File: src/rtl/shift_register_universal_pkg.sv
// Shared encodings for the universal shift register: burst modes, FSM states
// and the per-bit next-value select used by each shift stage.
package shift_register_universal_pkg;

   typedef enum logic [1:0] {
      MODE_SHR = 2'b00,
      MODE_SHL = 2'b01,
      MODE_ROR = 2'b10,
      MODE_ROL = 2'b11
   } mode_e;

   typedef enum logic [1:0] {
      IDLE  = 2'b00,
      SHIFT = 2'b01,
      DONE  = 2'b10
   } state_e;

   // SEL_UPPER takes bit i+1 (right shift), SEL_LOWER takes bit i-1 (left shift)
   typedef enum logic [1:0] {
      SEL_HOLD  = 2'b00,
      SEL_LOAD  = 2'b01,
      SEL_UPPER = 2'b10,
      SEL_LOWER = 2'b11
   } stage_sel_e;

   function automatic logic is_right(input mode_e m);
      return (m == MODE_SHR) || (m == MODE_ROR);
   endfunction

endpackage

File: src/rtl/shift_register_universal_shift_stage.sv
// One register bit: flop with synchronous clear and a hold/load/neighbour mux.
module shift_stage
   import shift_register_universal_pkg::*;
(
   input  logic       clockpulse,
   input  logic       clear,
   input  stage_sel_e sel,
   input  logic       preset_bit,
   input  logic       upper_bit,
   input  logic       lower_bit,
   output logic       q
);

   logic d;

   // NOTE: every path assigns d, so no latch is inferred.
   always_comb begin
      case (sel)
         SEL_LOAD:  d = preset_bit;
         SEL_UPPER: d = upper_bit;
         SEL_LOWER: d = lower_bit;
         default:   d = q;
      endcase
   end

   // NOTE: sequential state uses non-blocking assignments only.
   always_ff @(posedge clockpulse) begin
      if (clear) q <= 1'b0;
      else       q <= d;
   end

endmodule

File: src/rtl/shift_register_universal.sv
// Multi-mode shift register: parallel load, shifts/rotates in counted bursts
// with busy/done handshake. Bit storage lives in WIDTH shift_stage instances.
module shift_register_universal
   import shift_register_universal_pkg::*;
#(
   parameter int WIDTH       = 6,
   parameter int COUNT_WIDTH = 3
) (
   input  logic                   clockpulse,
   input  logic                   clear,
   input  logic [1:0]             mode,
   input  logic                   serialInputMsb,
   input  logic                   serialInputLsb,
   input  logic                   enablePreset,
   input  logic [WIDTH-1:0]       preset,
   input  logic                   start,
   input  logic [COUNT_WIDTH-1:0] shiftCount,
   output logic [WIDTH-1:0]       out,
   output logic [WIDTH-1:0]       notout,
   output logic                   serialOutput,
   output logic                   busy,
   output logic                   done
);

   state_e                 state_q, state_d;
   mode_e                  mode_q;
   logic [COUNT_WIDTH-1:0] remaining;
   stage_sel_e             sel;
   logic                   shifting;
   logic                   accept_start;

   assign shifting     = !enablePreset && (state_q == SHIFT);
   assign accept_start = !enablePreset && (state_q == IDLE) && start;

   always_comb begin
      sel = SEL_HOLD;
      if (enablePreset)  sel = SEL_LOAD;
      else if (shifting) sel = is_right(mode_q) ? SEL_UPPER : SEL_LOWER;
   end

   for (genvar i = 0; i < WIDTH; i++) begin : g_stage
      logic upper_bit;
      logic lower_bit;

      // End bits wrap for rotates and take the serial input for shifts
      if (i == WIDTH - 1) begin : g_msb
         assign upper_bit = (mode_q == MODE_ROR) ? out[0] : serialInputMsb;
      end else begin : g_upper
         assign upper_bit = out[i+1];
      end

      if (i == 0) begin : g_lsb
         assign lower_bit = (mode_q == MODE_ROL) ? out[WIDTH-1] : serialInputLsb;
      end else begin : g_lower
         assign lower_bit = out[i-1];
      end

      shift_stage u_stage (
         .clockpulse (clockpulse),
         .clear      (clear),
         .sel        (sel),
         .preset_bit (preset[i]),
         .upper_bit  (upper_bit),
         .lower_bit  (lower_bit),
         .q          (out[i])
      );
   end

   always_comb begin
      state_d = state_q;
      if (enablePreset) begin
         state_d = IDLE;
      end else begin
         case (state_q)
            IDLE:    if (start) state_d = (shiftCount == '0) ? DONE : SHIFT;
            SHIFT:   if (remaining == COUNT_WIDTH'(1)) state_d = DONE;
            DONE:    state_d = IDLE;
            default: state_d = IDLE;
         endcase
      end
   end

   always_ff @(posedge clockpulse) begin
      if (clear) state_q <= IDLE;
      else       state_q <= state_d;
   end

   always_ff @(posedge clockpulse) begin
      if (clear) begin
         remaining    <= '0;
         mode_q       <= MODE_SHR;
         serialOutput <= 1'b0;
      end else if (accept_start) begin
         remaining <= shiftCount;
         mode_q    <= mode_e'(mode);
      end else if (shifting) begin
         remaining    <= remaining - COUNT_WIDTH'(1);
         serialOutput <= is_right(mode_q) ? out[0] : out[WIDTH-1];
      end
   end

   assign notout = ~out;
   assign busy   = (state_q == SHIFT);
   assign done   = (state_q == DONE);

endmodule

File: config.mk
export PLATFORM = sky130hd
export DESIGN_NAME = shift_register_universal
export DESIGN_NICKNAME = d
export VERILOG_FILES = /design/src/rtl/shift_register_universal_pkg.sv /design/src/rtl/shift_register_universal_shift_stage.sv /design/src/rtl/shift_register_universal.sv
export SDC_FILE = /design/constraint.sdc
export NUM_CORES = 1
export LEC_CHECK = 0
export BUFFER_PORTS_ARGS = -buffer_cell sky130_fd_sc_hd__buf_2
export CAP_MARGIN = 20
export CORE_ASPECT_RATIO = 1.2
export CORE_MARGIN = 3
export CORE_UTILIZATION = 44
export DETAILED_ROUTE_END_ITERATION = 12
export PLACE_DENSITY_LB_ADDON = 0.08
export SYNTH_ARGS = -nofsm -noshare
export SYNTH_HDL_FRONTEND = slang
export SYNTH_SLANG_ARGS = --single-unit
File: constraint.sdc
create_clock -name clockpulse -period 1.5 [get_ports clockpulse]
set_input_delay 0.3 -clock clockpulse [delete_from_list [all_inputs] [get_ports clockpulse]]
set_output_delay 0.3 -clock clockpulse [all_outputs]
set_load 0.03 [all_outputs]
==> flow_metrics.py <==
metrics = {
    "status": {
        "status": "finished clean",
    },
    "floorplan": {
        "initial_core_util": 0.487,
        "rows": 16,
        "die_h_um": 53.8,
        "dieWidth_um": 45.8,
        "ios": 32,
        "dieArea_mm2": 0.00247,
        "core-area_mm2": 0.00172,
    },
    "sta": {
        "timing.fmax_mhz": 704,
        "setup_slack_ps": 79.5,
        "finClkSkew_ps": 2.42,
        "setup_viol": 0,
        "timing.final.crit_share": 0.947,
        "slew_viol_final": 0,
        "min_period_ps": 1420,
        "finalSetupTns_ps": 0,
        "grt_setup_unrepaired": "no",
        "relSlewSlack": 0.693,
        "finalHoldViolations": 0,
        "worst_slew_pin_slew_ps": 458,
    },
    "placement": {
        "dp_worst_setup_slack_ps": 108,
        "gp_congestion": 0.778,
        "io_buffers": 31,
        "hpwl_um": 1510,
    },
    "global_routing": {
        "grt.overflow.total": 0,
        "grt_pass1_vias": 726,
        "grt_max_degree": 15,
        "antenna_found_initial": 0,
        "grt_first_pass_wirelength_um": 3130,
        "grt_usage": 0.178,
    },
    "run": {
        "max_cap_viol_count": 0,
    },
    "clock_network": {
        "cts.sinks": 14,
        "ctsLongestPathBuffers": 2,
        "worstSkewPairLatency_ps": 280,
        "cts_tree": "done",
        "cts_max_level": 1,
        "cts.clk_slew.worst_paths_ps": 90,
        "cts_made_buffers": 3,
        "cts-root-buf": "clkbuf_4",
        "hold_buffers": 0,
    },
    "power": {
        "vdd_drop_max_uv": 561,
        "power.leakage_uw": 0.000439,
        "total_power_uw": 940,
        "powerDensity_mw_per_mm2": 918,
    },
    "final_layout": {
        "areaGrowthSynthToFinish_pct": 22.1,
        "post-route-util": 0.594,
        "drive_gt1_frac": 0.368,
        "n_antenna_cell": 0,
        "fin_nets": 145,
    },
    "setup_path": {
        "worst_r2r_path_depth": 3,
        "critPathMaxFanout": 8,
        "crit_required_ps": 1200,
        "worstSetupPathType": "reg2out",
        "crit_arrival_ps": 1120,
        "end_kind": "primary output",
        "cp-start-kind": "flop",
    },
    "routing": {
        "dr.pass1.iters": 4,
        "ant_nets": 0,
        "drtIter0Drc": 18,
        "wire_per_inst_um": 13.9,
        "vias": 785,
        "wl_um": 1990,
        "drc": 0,
        "via_per_inst": 5.49,
    },
    "synth": {
        "syn_area_um2": 838,
        "seq_area_frac_synth": 0.334,
        "ys_ff_latch": 14,
        "ys_types": 32,
        "yosys_warnings": 0,
        "synth_cells": 96,
        "synth_fp_nets": 115,
        "syn-mean-instance-area_um2": 8.73,
    },
    "worst_hold_path": {
        "min_path_type": "in2reg",
        "hold_depth": 3,
    },
}
[cell usage in the layout, fill, tap and decap left out, drive strengths merged, types with 2 or more instances in the layout]
cell,count
clkbuf,4
nand2b,6
nor2b,2
mux2i,3
buf,36
nand3,4
a21oi,11
nor2,2
nor3,2
dfxtp,14
nand2,4
o31ai,6
inv,10
ha,2
o32ai,6
nor4b,2
[synthesized netlist by cell type (all sizes together)]
| cell | count | area [um^2] |
|---|---|---|
| ha | 2 | 25.0 |
| a211oi | 1 | 7.51 |
| a21oi | 11 | 58.8 |
| a2bb2oi | 1 | 15.0 |
| o22ai | 1 | 6.26 |
| a211o | 1 | 8.76 |
| nor4b | 2 | 32.5 |
| o31ai | 6 | 45.0 |
| nand3 | 4 | 20.0 |
| or3b | 1 | 8.76 |
| buf | 10 | 70.1 |
| nor2 | 2 | 7.51 |
| inv | 10 | 37.5 |
| or4b | 1 | 10.0 |
| o32ai | 6 | 52.6 |
| a21boi | 1 | 7.51 |
| a22oi | 1 | 7.51 |
| dfxtp | 14 | 280 |
| nand2 | 4 | 15.0 |
| a32oi | 1 | 8.76 |
| mux2i | 3 | 30.0 |
| nor2b | 2 | 12.5 |
| clkbuf | 1 | 3.75 |
| nor3 | 2 | 10.0 |
| o21a | 1 | 7.51 |
| nor3b | 1 | 12.5 |
| nand2b | 6 | 37.5 |
[layout make-up]
type,instances,area (um^2)
fill,164,698
multi-input combinational,61,447
sequential,14,285
timing repair buffer,36,195
inverter,10,37.5
clock buffer,4,36.3
tap,18,22.5
[per-layer routing]
layer | wire length, um | vias up | global-route usage
met2 | 987 | 24 | 0.307
met4 | 12 | 0 | 0.0806
met1 | 865 | 356 | 0.203
li1 | - | 403 | -
met5 | 0 | - | 0
met3 | 123 | 2 | 0.0401
[power by group]
part           switching, uW  total (uW)  internal (uW)
logic                    144         242           97.7
clock network            126         273            147
registers               28.3         425            396
total                    298         940            641
[registers in the layout (all words and copies together) (netlist names)]
signal	count
state_q	2
mode_q	2
serialOutput	1
g_stage.u_stage.q	6
remaining	3
[path summary, 6_finish.rpt]
check | startpoint | endpoint | slack [ps]
setup / recovery | state_q[0] | busy | 80
hold / removal | mode[1] | mode_q[1] | 250
setup reg to reg | state_q[1] | g_stage[5].u_stage.q | 200
hold reg to reg | remaining[0] | remaining[0] | 490
[metrics by stage]
stage               instances  instance area [um^2]  hold slack [ps]
floorplan                  96                   838              418
global placement          136                   957              470
detailed placement        136                   957              481
CTS                       140                  1000              243
global route              143                  1020              238
finish                    143                  1020              254
[what timing repair did]
item / 4_1_cts / 5_1_grt
endpoints found under the setup margin: 1 / 1
setup buffers: 0 / 3
resized for setup: 4 / 0
[worst max-delay path, stage by stage, from the launching register on]
cell and delay, ps:
dfxtp_4 400, nor2b_1 130, buf_4 150, buf_4 160
[cells by family after synthesis]
| kind of cell | synth area share |
|---|---|
| adder cells (fa/ha/maj) | 0.0298 |
| AND/OR/NAND/NOR | 0.199 |
| multiplexers | 0.0358 |
| buffers and inverters | 0.133 |
| flip-flops | 0.334 |
| AO/OA/AOI/OAI | 0.269 |
Note: power is estimated with default switching activity, not from simulation.
